## config.mk

```make
export PLATFORM = sky130hd
export DESIGN_NAME = pipe_stage_latch_flat
export DESIGN_NICKNAME = d
export VERILOG_FILES = /design/src/rtl/pipe_stage_latch_if.sv /design/src/rtl/pipe_stage_latch.sv /design/src/flat_wrapper.sv
export SDC_FILE = /design/constraint.sdc
export NUM_CORES = 1
export LEC_CHECK = 0
export BUFFER_PORTS_ARGS = -buffer_cell sky130_fd_sc_hd__buf_2
export CAP_MARGIN = 20
export CORE_UTILIZATION = 40
export DETAILED_ROUTE_END_ITERATION = 10
export GPL_TIMING_DRIVEN = 0
export PLACE_DENSITY = 0.68
export SLEW_MARGIN = 10
export SYNTH_ARGS = -nofsm -noshare
export SYNTH_HDL_FRONTEND = slang
export SYNTH_SLANG_ARGS = --single-unit
```

## constraint.sdc

```tcl
create_clock -name clock -period 2.28 [get_ports clock]
set_clock_uncertainty 0.05 [all_clocks]
set_input_delay 0.114 -clock clock [delete_from_list [all_inputs] [get_ports clock]]
set_output_delay 0.114 -clock clock [all_outputs]
set_load 0.01 [all_outputs]
```

## src/rtl/pipe_stage_latch_if.sv

```systemverilog
// Stage-to-stage bundle for pipe_stage_latch: upstream payload and controls in,
// final-slice payload and stall statistics out.
interface pipe_stage_latch_if #(
  parameter int INSN_W = 32,
  parameter int PC_W   = 12,
  parameter int CNT_W  = 16
);
  logic [INSN_W-1:0] i_insn;
  logic [PC_W-1:0]   i_PC_plus;
  logic              i_valid;
  logic              i_stall;
  logic              i_flush;
  logic [INSN_W-1:0] o_insn;
  logic [PC_W-1:0]   o_PC_plus;
  logic              o_valid;
  logic [CNT_W-1:0]  o_stall_count;

  modport master (
    output i_insn, i_PC_plus, i_valid, i_stall, i_flush,
    input  o_insn, o_PC_plus, o_valid, o_stall_count
  );

  modport slave (
    input  i_insn, i_PC_plus, i_valid, i_stall, i_flush,
    output o_insn, o_PC_plus, o_valid, o_stall_count
  );
endinterface

```

## src/rtl/pipe_stage_latch.sv

```systemverilog
// Falling-edge inter-stage pipeline register of DEPTH slices with stall hold,
// flush-to-NOP bubble injection and a saturating stall-cycle counter.
module pipe_stage_latch #(
  parameter int                INSN_W = 32,
  parameter int                PC_W   = 12,
  parameter int                DEPTH  = 1,
  parameter logic [INSN_W-1:0] NOP    = {INSN_W{1'b0}},
  parameter int                CNT_W  = 16
) (
  input logic               clock,
  input logic               reset,
  pipe_stage_latch_if.slave bus
);

  if (DEPTH < 1 || DEPTH > 4) begin : g_bad_depth
    $error("pipe_stage_latch: DEPTH must be within 1..4");
  end

  logic [INSN_W-1:0] insn_q  [DEPTH];
  logic [INSN_W-1:0] insn_d  [DEPTH];
  logic [PC_W-1:0]   pc_q    [DEPTH];
  logic [PC_W-1:0]   pc_d    [DEPTH];
  logic              valid_q [DEPTH];
  logic              valid_d [DEPTH];
  logic [CNT_W-1:0]  cnt_q;
  logic [CNT_W-1:0]  cnt_d;

  // Slice next-state: flush beats stall beats normal shift.
  always_comb begin
    for (int k = 0; k < DEPTH; k++) begin
      insn_d[k]  = insn_q[k];
      pc_d[k]    = pc_q[k];
      valid_d[k] = valid_q[k];
    end
    if (bus.i_flush) begin
      for (int k = 0; k < DEPTH; k++) begin
        insn_d[k]  = NOP;
        pc_d[k]    = {PC_W{1'b0}};
        valid_d[k] = 1'b0;
      end
    end else if (bus.i_stall) begin
      for (int k = 0; k < DEPTH; k++) begin
        insn_d[k]  = insn_q[k];
        pc_d[k]    = pc_q[k];
        valid_d[k] = valid_q[k];
      end
    end else begin
      insn_d[0]  = bus.i_insn;
      pc_d[0]    = bus.i_PC_plus;
      valid_d[0] = bus.i_valid;
      for (int k = 1; k < DEPTH; k++) begin
        insn_d[k]  = insn_q[k-1];
        pc_d[k]    = pc_q[k-1];
        valid_d[k] = valid_q[k-1];
      end
    end
  end

  // Stall counter next-state; a flushed cycle never counts as a stall.
  always_comb begin
    cnt_d = cnt_q;
    if (bus.i_stall && !bus.i_flush && (cnt_q != {CNT_W{1'b1}})) begin
      cnt_d = cnt_q + CNT_W'(1);
    end else begin
      cnt_d = cnt_q;
    end
  end

  // State registers, captured on the falling edge.
  always_ff @(negedge clock or posedge reset) begin
    if (reset) begin
      for (int k = 0; k < DEPTH; k++) begin
        insn_q[k]  <= NOP;
        pc_q[k]    <= {PC_W{1'b0}};
        valid_q[k] <= 1'b0;
      end
      cnt_q <= {CNT_W{1'b0}};
    end else begin
      for (int k = 0; k < DEPTH; k++) begin
        insn_q[k]  <= insn_d[k];
        pc_q[k]    <= pc_d[k];
        valid_q[k] <= valid_d[k];
      end
      cnt_q <= cnt_d;
    end
  end

  assign bus.o_insn        = insn_q[DEPTH-1];
  assign bus.o_PC_plus     = pc_q[DEPTH-1];
  assign bus.o_valid       = valid_q[DEPTH-1];
  assign bus.o_stall_count = cnt_q;

endmodule

```

## src/flat_wrapper.sv

```systemverilog
// flat-port wrapper written by rule: the top's interface ports become plain ports
module pipe_stage_latch_flat 
#(
  parameter int                INSN_W = 32,
  parameter int                PC_W   = 12,
  parameter int                DEPTH  = 1,
  parameter logic [INSN_W-1:0] NOP    = {INSN_W{1'b0}},
  parameter int                CNT_W  = 16
)
  (clock, reset, bus_i_insn, bus_i_PC_plus, bus_i_valid, bus_i_stall, bus_i_flush, bus_o_insn, bus_o_PC_plus, bus_o_valid, bus_o_stall_count);
  pipe_stage_latch_if #(.INSN_W(INSN_W), .PC_W(PC_W), .CNT_W(CNT_W)) bus_i ();
  input logic clock;
  input logic reset;
  input wire logic [$bits(bus_i.i_insn)-1:0] bus_i_insn;
  input wire logic [$bits(bus_i.i_PC_plus)-1:0] bus_i_PC_plus;
  input wire logic [$bits(bus_i.i_valid)-1:0] bus_i_valid;
  input wire logic [$bits(bus_i.i_stall)-1:0] bus_i_stall;
  input wire logic [$bits(bus_i.i_flush)-1:0] bus_i_flush;
  output wire logic [$bits(bus_i.o_insn)-1:0] bus_o_insn;
  output wire logic [$bits(bus_i.o_PC_plus)-1:0] bus_o_PC_plus;
  output wire logic [$bits(bus_i.o_valid)-1:0] bus_o_valid;
  output wire logic [$bits(bus_i.o_stall_count)-1:0] bus_o_stall_count;
  assign bus_i.i_insn = bus_i_insn;
  assign bus_i.i_PC_plus = bus_i_PC_plus;
  assign bus_i.i_valid = bus_i_valid;
  assign bus_i.i_stall = bus_i_stall;
  assign bus_i.i_flush = bus_i_flush;
  assign bus_o_insn = bus_i.o_insn;
  assign bus_o_PC_plus = bus_i.o_PC_plus;
  assign bus_o_valid = bus_i.o_valid;
  assign bus_o_stall_count = bus_i.o_stall_count;
  pipe_stage_latch #(.INSN_W(INSN_W), .PC_W(PC_W), .DEPTH(DEPTH), .NOP(NOP), .CNT_W(CNT_W)) u_core (.clock(clock), .reset(reset), .bus(bus_i));
endmodule
```

* After elaboration in Yosys (flattened, before gate mapping)
Index checks and enable logic that the tools add are counted.
Cells by class: add/sub/neg operators 1, equality and inequality tests 2, mux-type cells 6, reductions and logical operators 3
Operators by type and width (number):
- 2-to-1 mux 32 bit | 2
- 2-to-1 mux 12 bit | 2
- adder 16 x 1 -> 16 bit, second input constant | 1
- != test 16 bit, second input constant | 1
- logical AND 1 bit | 2
- 2-to-1 mux 1 bit | 2
- != test 2 x 1 -> 1 bit, second input constant | 1
- zero test 1 bit | 1
Storage, ports and cells: register bits 61, input bits 49, output and inout port bits 61, word-level logic and storage cells 16

* Logic depth before layout (Yosys ltp)
Gate-level depths: netlist of the first run.
word-level depth 3, mapped depth 5, depth with buffers taken out 5

==> results of run 1 <==
kinds of logic after synthesis:
group                    after synthesis  synth area share
adder cells (fa/ha/maj)                1          0.004721
multiplexers                          48            0.1818
AND/OR/NAND/NOR                       81            0.1511
AO/OA/AOI/OAI                          9           0.02975
flip-flops                            61            0.5760
XOR/XNOR                              10           0.03305
buffers and inverters                 14           0.02361
flip-flops by register name, indices dropped and copies added, names as in the netlist:
name	cells
u_core.bus.o_stall_count	16
u_core.bus.o_insn	32
u_core.bus.o_valid	1
u_core.bus.o_PC_plus	12
worst register-to-register path: stages, from the launching register on:
cell	delay (ps)
sky130_fd_sc_hd__dfrtn_1	460
sky130_fd_sc_hd__ha_1	230
sky130_fd_sc_hd__and4_4	270
sky130_fd_sc_hd__nand4_4	180
sky130_fd_sc_hd__o21ai_4	230
sky130_fd_sc_hd__mux2_1	330
stage by stage:
| step | instances | power, mW |
|---|---|---|
| global placement | 410 | 1.719 |
| finish | 437 | 2.606 |
| CTS | 433 | 2.648 |
| detailed placement | 411 | 1.735 |
| floorplan | 224 | 1.543 |
| global route | 437 | 2.741 |
worst max-delay path by stage:
stage	end	slack, ps	cells after the start
floorplan	u_core.bus.o_stall_count[9]	10	5
global placement	u_core.bus.o_stall_count[15]	-300	6
detailed placement	u_core.bus.o_stall_count[15]	-340	6
CTS	bus_o_stall_count[11]	9	1
global route	bus_o_stall_count[0]	3	1
finish	bus_o_stall_count[4]	40	1
cells in the mapped netlist (2+ instances only):
cell                       number
sky130_fd_sc_hd__nand4_1        6
sky130_fd_sc_hd__clkbuf_1       5
sky130_fd_sc_hd__inv_1          3
sky130_fd_sc_hd__mux2i_1       47
sky130_fd_sc_hd__xnor2_1       10
sky130_fd_sc_hd__buf_2          5
sky130_fd_sc_hd__nor2_1        54
sky130_fd_sc_hd__nand2_1        6
sky130_fd_sc_hd__dfrtn_1       61
sky130_fd_sc_hd__and4_4         2
sky130_fd_sc_hd__a21oi_1        2
sky130_fd_sc_hd__nand3_1        5
final cells by class:
class | count | area [sq um] | share of cell area
Buffer | 11 | 56.30 | 0.01573
Clock inverter | 4 | 22.52 | 0.006292
Timing Repair Buffer | 120 | 640.6 | 0.1790
Tap cell | 77 | 96.34 | 0.02691
Multi-Input combinational cell | 149 | 1067 | 0.2981
Clock buffer | 12 | 155.1 | 0.04334
Inverter | 3 | 15.01 | 0.004194
Sequential cell | 61 | 1526 | 0.4264
report_power, final:
part / internal (mW) / switching (mW) / total (mW)
logic: 0.231 / 0.268 / 0.499
registers: 1.19 / 0.0643 / 1.26
clock network: 0.448 / 0.403 / 0.851
metal layers:
metal,global-route usage,vias to the layer above
met5,0,-
met4,0.05172,0
met3,0.05865,4
li1,-,1024
met1,0.2144,1010
met2,0.2876,59
repair_timing:
action | in CTS | in global routing
endpoints found under the setup margin | 7 | 9
pin swaps | 0 | 1
setup buffers | 6 | 4
hold buffers | 0 | 0
gates resized for setup | 1 | 3
==> results.md, run 1 <==
- Outcome: finished clean
- Number of cells produced by synthesis: around 220
- Critical setup path kind: reg2out
- Number of synthesized register bits: between 60 and 70
- Overall global routing resource usage: 0.1735
- Post-place setup slack: -337.4 ps
- Root Driver: sky130_fd_sc_hd__clkbuf_8
- Effective utilization at floorplan: 0.4150
- Max_cap viols: 0
- Max-slew headroom: 0.5663
- DRC violation count after routing: 0
- Critical Path RT: 2120 ps
- Worst-skew pair later-pin latency: approximately 320 ps
- Largest buffer count on any clock path: 2
- Area of the core region: 6386 sq um
- Fraction of layout instances using a drive strength above 1: 0.4194
- Metal1 wirelength: approximately 2500 microns
- Fill cell total of the finished layout: a little under 600
- Total via count after detailed routing: ~2.1k
- Routability-driven placement congestion ratio: approximately 0.8
- H-tree depth: 3
- Number of buffers and inverters on the critical path: 1
- Routed vias/inst: about 4.8
- Worst hold path startpoint: u_core.bus.o_stall_count[15]
- P per Cell Area: 727.9 nW/um^2
- Sum Neg Setup Slack: 0 ps
- Remaining antenna violation count: 0
- Clock Sink Count: 61
- Via count of the first global-routing pass: about 2.0k
- Worst flop-to-flop path startpoint: u_core.bus.o_stall_count[0]
- Cells taking the most area after synthesis: sky130_fd_sc_hd__dfrtn_1, sky130_fd_sc_hd__mux2i_1, sky130_fd_sc_hd__nor2_1
- Initial antenna violation count: 0
- Leakage power: slightly above 2 nW
- Total overflow reported by the global router: 0
- Count of buffers from port buffering: about 110
- Slowest CP cell: sky130_fd_sc_hd__dfrtn_1
- Signed area change from the synthesized netlist to the final layout: 35.08%
- Wire per inst: between 10 and 15 microns
- Pin count of the biggest net entering global routing: 33
- Distinct cell type count of the synthesized netlist: 30
- Number of buffers created by CTS: 9
- Delay of the slowest cell on the worst path: between 400 and 500 ps
- Final Worst Setup Slack: 39.45 ps
- Diodes inserted: 0
- Final setup violation count: 0
- Worst Setup Start Kind: flip-flop
- Mapped Area: between 2000 and 3000 sq um
- Number of detailed-routing iterations run before antenna repair: 4
- Top Metal Used: met4
- CTS tree: yes
- Largest voltage drop on the vdd net: approximately 0.54 mV
- Number of DRC markers in iteration 0: between 50 and 60
- Die Footprint: 6955 sq um
- Sequential area share after synthesis: 0.5760
- Met3 Wirelength: 313 microns
- Worst Setup End Kind: output port
- Met2 WL post-DR: ~2900 microns
- Maximum fanout along the worst path: 5
- Count of pins on the block boundary: 110
- Area post-placement: approximately 3300 sq um
- Cells on worst reg2reg path: 5
- Yosys synthesis warning count: 0
- Sink of the worst hold path: u_core.bus.o_stall_count[15]
- Leading register cell type out of synthesis: sky130_fd_sc_hd__dfrtn_1
- Syn nets: roughly 270
- Area leader, netlist: sky130_fd_sc_hd__dfrtn_1
- Nets: between 400 and 500
- EDFF count, synth: 0
- Area fraction of the dominant cell type after synthesis: 0.5760
- Worst Path Arrival: approximately 2100 ps
- Number of core rows: 29
- Crit Reg-Reg Endpoint: u_core.bus.o_stall_count[1]
- Critical path cell sequence: buf_2
- Leading cell types in the layout, fill and taps excluded: sky130_fd_sc_hd__buf_2, sky130_fd_sc_hd__dfrtn_1, sky130_fd_sc_hd__nor2_1
- Gate family responsible for the most delay along the worst path: flip-flops
- Worst setup slack for register-to-register paths: 350 ps
- Number of max-slew violations in the final report: 0
- Most common cell after layout, fill and taps aside: sky130_fd_sc_hd__buf_2
- Mean cell area of the mapped netlist: between 10 and 15 sq um
- Hold WS: approximately 400 ps
- Fin. Hold Viols: 0
- DP Wirelength: between 4000 and 5000 microns
- Final core utilization: 0.5605
- Worst hold path cell count: 1
- RSZ-0062 raised after global routing: false
- First-pass GRT wire length: ~9600 microns
- Clock-pin slew on the worst setup and hold paths: around 50 ps
- Worst Max-Slew Pin Slew: between 600 and 700 ps
- Min-Delay Path Class: reg2reg
- Async SR Flop Fraction: 1.000
- Wire length reported by the detailed router: around 5700 microns
- Die Ht: between 80 and 90 microns
- Post-route standard cell area excluding fillers: approximately 3600 sq um
- Width of the die: around 83 microns
- Crit. Startpoint: u_core.bus.o_stall_count[4]
Power figures use the tool's default switching activity.
==> run 2: changes to the inputs <==
- clock period: 2.28 -> 2.25 ns (I/O delays scaled with it)
==> run 2 against run 1 <==
Compared with the run above:
- combinational power rose by 8.0%
- via count rose by 3.8%
- wire length rose by 3.2%
- global-route usage rose by 0.49 points
- design area rose by 1.7%
- final cell count rose by 1.4%
==> results.md, run 2 (synthesis gave the netlist of run 1 again) <==
- Number of buffers created by CTS: 9
- Most common cell after layout, fill and taps aside: sky130_fd_sc_hd__buf_2
- Maximum fanout along the worst path: 5
- Leading cell types in the layout, fill and taps excluded: sky130_fd_sc_hd__buf_2, sky130_fd_sc_hd__dfrtn_1, sky130_fd_sc_hd__nor2_1
- Count of buffers from port buffering: about 110
- Via count of the first global-routing pass: approximately 2.2k
- Leakage power: between 2 and 2.5 nW
- RSZ-0062 raised after global routing: true
- Routability-driven placement congestion ratio: between 0.8 and 0.9
- Width of the die: about 83 microns
- Worst Path Arrival: a little over 2000 ps
- Signed area change from the synthesized netlist to the final layout: 37.35%
- First-pass GRT wire length: 10020 microns
- Final Worst Setup Slack: between 20 and 25 ps
- Internal power component: about 1.9 mW
- Worst-skew pair later-pin latency: about 320 ps
- Area post-placement: 3322 sq um
- Max-slew headroom: 0.6009
- Area of the core region: 6386 sq um
- Slowest CP cell: sky130_fd_sc_hd__dfrtn_1
- DRC violation count after routing: 0
- Number of max-slew violations in the final report: 0
- Fill cell total of the finished layout: 560
- Total overflow reported by the global router: 0
- Worst Setup Start Kind: flip-flop
- P per Cell Area: 733.9 nW/um^2
- Sw power: between 0.7 and 0.8 mW
- Clock-pin slew on the worst setup and hold paths: around 50 ps
- Gate family responsible for the most delay along the worst path: flip-flops
- Sequential Power Share: 0.473
- Fraction of layout instances using a drive strength above 1: 0.4290
- Die Ht: 83.40 microns
- Pin count of the biggest net entering global routing: 36
- Switching share of power: 0.2842
- Proportion of power drawn by the clock network: 0.325
- Global-route met2 utilization: 0.3048
- Root Driver: sky130_fd_sc_hd__clkbuf_8
- H-tree depth: 3
- Post-route standard cell area excluding fillers: around 3600 sq um
- CTS tree: yes
- GRT busiest layer: met2
- Count of hold buffers inserted by post-cts repair: 0
- Number of buffers and inverters on the critical path: 1
- Overall global routing resource usage: 0.1784
- Wire length reported by the detailed router: between 5000 and 6000 microns
- Number of core rows: 29
- Fin. Hold Viols: 0
- Worst Setup End Kind: output port
- Max_cap viols: 0
- Flip-flop count of the largest register, all copies and words added: 32
- Met3 demand-to-capacity share in global routing: 0.03877
- Number of DRC markers in iteration 0: between 40 and 50
- Clock Sink Count: around 60
- Routing usage on met1: 0.2173
- Sum Neg Setup Slack: 0 ps
- Outcome: finished clean
- Die Footprint: between 6000 and 7000 sq um
- Number of detailed-routing iterations run before antenna repair: 4
- Routed vias/inst: a little under 5
- Nets: a little over 400
- Delay of the slowest cell on the worst path: 470 ps
- Critical setup path kind: reg2out
- Total via count after detailed routing: about 2.2k
- Largest voltage drop on the vdd net: ~0.6 mV
- Min-Delay Path Class: reg2reg
- DP Wirelength: about 4200 microns
- Share of power burned in combinational logic: 0.202
- Final setup violation count: 0
- Initial antenna violation count: 0
- Count of pins on the block boundary: 110
- Worst Max-Slew Pin Slew: ~600 ps
- Diodes inserted: 0
- Remaining antenna violation count: 0
- Post-place setup slack: -261.3 ps
- Critical path cell sequence: buf_2
- Critical Path RT: about 2100 ps
- Largest buffer count on any clock path: 2
- Wire per inst: between 10 and 15 microns
- Effective utilization at floorplan: 0.4150
==> run 2: changes by cell type in the layout (fill, tap and decap cells not counted), sizes merged <==
| cell | delta |
|---|---|
| buf | +6 |
==> run 2: timing repair <==
action,CTS,global route
pin swaps,0,2
cloned,0,0
setup endpoints to repair,7,39
resized for setup,0,5
setup buffers,7,9
==> run 2: layout make-up <==
type                            instances  area (sq um)  area share
Inverter                                3         15.01    0.004125
Multi-Input combinational cell        149          1079      0.2963
Clock buffer                           12         155.1     0.04263
Clock inverter                          4         22.52    0.006188
Buffer                                 11         60.06     0.01650
Sequential cell                        61          1526      0.4194
Timing Repair Buffer                  126         685.7      0.1884
Tap cell                               77         96.34     0.02647
==> run 2: worst register-to-register path, delay by kind of cell (launching register included) <==
family	cells	cell delay (ps)
muxes	1	330
buffers and inverters	1	130
and+or+nand+nor	2	470
adders and majority gates	1	210
AOI/OAI and AO/OA	1	240
DFF	1	400
==> run 2: worst paths after layout <==
kind | from | end | slack (ps) | cells past startpoint
worst min register to register | u_core.bus.o_stall_count[15] | u_core.bus.o_stall_count[15] | 410 | 1
worst min-delay path | u_core.bus.o_stall_count[15] | u_core.bus.o_stall_count[15] | 410 | 1
max in group asynchronous | reset | u_core.bus.o_stall_count[0] | 730 | 3
worst max register to register | u_core.bus.o_stall_count[0] | u_core.bus.o_stall_count[1] | 270 | 6
worst max-delay path | u_core.bus.o_stall_count[4] | bus_o_stall_count[4] | 20 | 1
min in group asynchronous | reset | u_core.bus.o_insn[5] | 820 | 2
==> run 2: layer usage <==
| metal | vias to the layer above | part of all wire |
|---|---|---|
| li1 | 1043 | - |
| met1 | 1052 | 0.42 |
| met2 | 74 | 0.51 |
| met3 | 8 | 0.054 |
| met4 | 0 | 0.014 |
| met5 | - | 0 |
==> run 2: power groups by stage <==
stage	Combinational, mW	Sequential, mW	Clock, mW
6_report	0.539	1.26	0.868
5_1_grt	0.595	1.28	0.938
4_1_cts	0.516	1.27	0.890
3_5_place_dp	0.447	1.32	0
3_3_place_gp	0.431	1.31	0
2_1_floorplan	0.211	1.36	0
==> run 2: per-stage QoR <==
step                std cells  hold WS (ps)    util  total power [mW]
floorplan                 224         406.6       -             1.568
CTS                       434         401.7  0.5562             2.678
global route              443         407.6  0.5699             2.809
finish                    443         405.7  0.5699             2.671
global placement          410         387.8  0.5170             1.746
detailed placement        411         393.6  0.5202             1.770
==> run 3: changes to the inputs <==
- PLACE_DENSITY: 0.68 -> 0.69
==> run 3 against run 2 <==
Compared with the run above:
- register-to-register slack improved by 20 ps
- hold slack better by 4.2 ps
- design area is 0.76% lower
- global-route usage decreased by 0.88 points
- largest cell class unchanged
==> results.md, run 3 (synthesis gave the netlist of run 1 again) <==
- Outcome: finished clean
- Via count of the first global-routing pass: around 2.0k
- Count of pins on the block boundary: 110
- Effective utilization at floorplan: 0.4150
- Instance count after placement with tap cells included: 411
- Largest buffer count on any clock path: 2
- Wire per inst: ~13 microns
- Maximum fanout along the worst path: 5
- Wire length reported by the detailed router: 5656 microns
- Fraction of layout instances using a drive strength above 1: 0.4183
- Largest voltage drop on the vdd net: 0.5744 mV
- Pin count of the biggest net entering global routing: 36
- Number of max-slew violations in the final report: 0
- Signed area change from the synthesized netlist to the final layout: 36.31%
- Hold WS: a little over 400 ps
- Final core utilization: 0.5656
- Number of DRC markers in iteration 0: 75
- Slowest CP cell: sky130_fd_sc_hd__dfrtn_1
- Final Worst Setup Slack: ~38 ps
- Fill cell total of the finished layout: 599
- Nets: roughly 400
- Flip-flop count of the largest register, all copies and words added: 32
- Worst Path Arrival: 2050 ps
- Number of core rows: 29
- CTS tree: yes
- Min-Delay Path Class: reg2reg
- Worst Setup Start Kind: flip-flop
- Total power of the final layout: around 2.8 mW
- Initial antenna violation count: 0
- Width of the die: 83.40 microns
- Clock-pin slew on the worst setup and hold paths: roughly 50 ps
- Die Footprint: 6955 sq um
- Gate family responsible for the most delay along the worst path: flip-flops
- Max_cap viols: 0
- Fin. Hold Viols: 0
- Routability-driven placement congestion ratio: between 0.7 and 0.8
- DRC violation count after routing: 0
- Critical setup path kind: reg2out
- Multi-input gate area in the final layout: around 1100 sq um
- DP Wirelength: between 4000 and 5000 microns
- Filler-free cell count of the finished design: about 440
- Count of buffers from port buffering: around 110
- Max-slew headroom: 0.6157
- Number of detailed-routing iterations run before antenna repair: 4
- Root Driver: sky130_fd_sc_hd__clkbuf_8
- Sequential cell area: between 1500 and 2000 sq um
- Clock Sink Count: 61
- Worst Max-Slew Pin Slew: about 580 ps
- Most common cell after layout, fill and taps aside: sky130_fd_sc_hd__buf_2
- Total via count after detailed routing: roughly 2.1k
- Count of hold buffers inserted by post-cts repair: 0
- Die Ht: ~83 microns
- Leading cell types in the layout, fill and taps excluded: sky130_fd_sc_hd__buf_2, sky130_fd_sc_hd__dfrtn_1, sky130_fd_sc_hd__nor2_1
- Routed vias/inst: roughly 4.7
- Critical Path RT: around 2100 ps
- Number of buffers created by CTS: 9
- First-pass GRT wire length: ~9300 microns
- Overall global routing resource usage: 0.1696
- Area of the core region: 6386 sq um
- Worst Setup End Kind: output port
- RSZ-0062 raised after global routing: false
- Total overflow reported by the global router: 0
- Critical path cell sequence: buf_2
- Remaining antenna violation count: 0
- Number of buffers and inverters on the critical path: 1
- Leakage power: between 2 and 2.5 nW
- Delay of the slowest cell on the worst path: 450 ps
- Diodes inserted: 0
- Final setup violation count: 0
- Post-place setup slack: -275.3 ps
- P per Cell Area: slightly below 800 nW/um^2
- H-tree depth: 3
- Worst-skew pair later-pin latency: roughly 320 ps
## run 3: through the flow
stage,instance area (sq um),TNS (ps)
global route,3612,0
CTS,3581,0
finish,3612,0
detailed placement,3322,-10830
global placement,3302,-14410
floorplan,2660,-3.431
## run 3: layout make-up
type,instances,share of cell area
buffer,11,0.01455
clock buffer,11,0.03637
clock inverter,5,0.02078
inverter,3,0.004157
multi-input combinational,149,0.2955
sequential,61,0.4226
tap,77,0.02667
timing repair buffer,121,0.1794
## run 3: final timing paths
check,start,to,slack [ps],cells after the start
setup / recovery,u_core.bus.o_stall_count[12],bus_o_stall_count[12],40,1
hold / removal,u_core.bus.o_insn[17],u_core.bus.o_insn[17],410,2
setup reg to reg,u_core.bus.o_stall_count[0],u_core.bus.o_stall_count[1],290,6
hold reg to reg,u_core.bus.o_insn[17],u_core.bus.o_insn[17],410,2
max in group asynchronous,reset,u_core.bus.o_insn[6],750,3
min in group asynchronous,reset,u_core.bus.o_insn[12],810,2
## run 3: layer usage
| metal | global-route usage | vias up | wire [microns] |
|---|---|---|---|
| li1 | - | 1031 | - |
| met1 | 0.2174 | 977 | 2658 |
| met2 | 0.2697 | 61 | 2693 |
| met3 | 0.05070 | 2 | 272 |
| met4 | 0.06583 | 0 | 31 |
| met5 | 0 | - | 0 |
## run 3: power breakdown
group	total [mW]	leakage, nW	switching [mW]	internal, mW
logic	0.542	1.12	0.287	0.255
clock network	1.02	0.107	0.404	0.619
registers	1.26	0.799	0.0510	1.21
## run 3: what timing repair did
action,CTS,global route
setup buffers,7,4
gates cloned,0,0
endpoints found under the setup margin,7,10
gates resized for setup,0,2
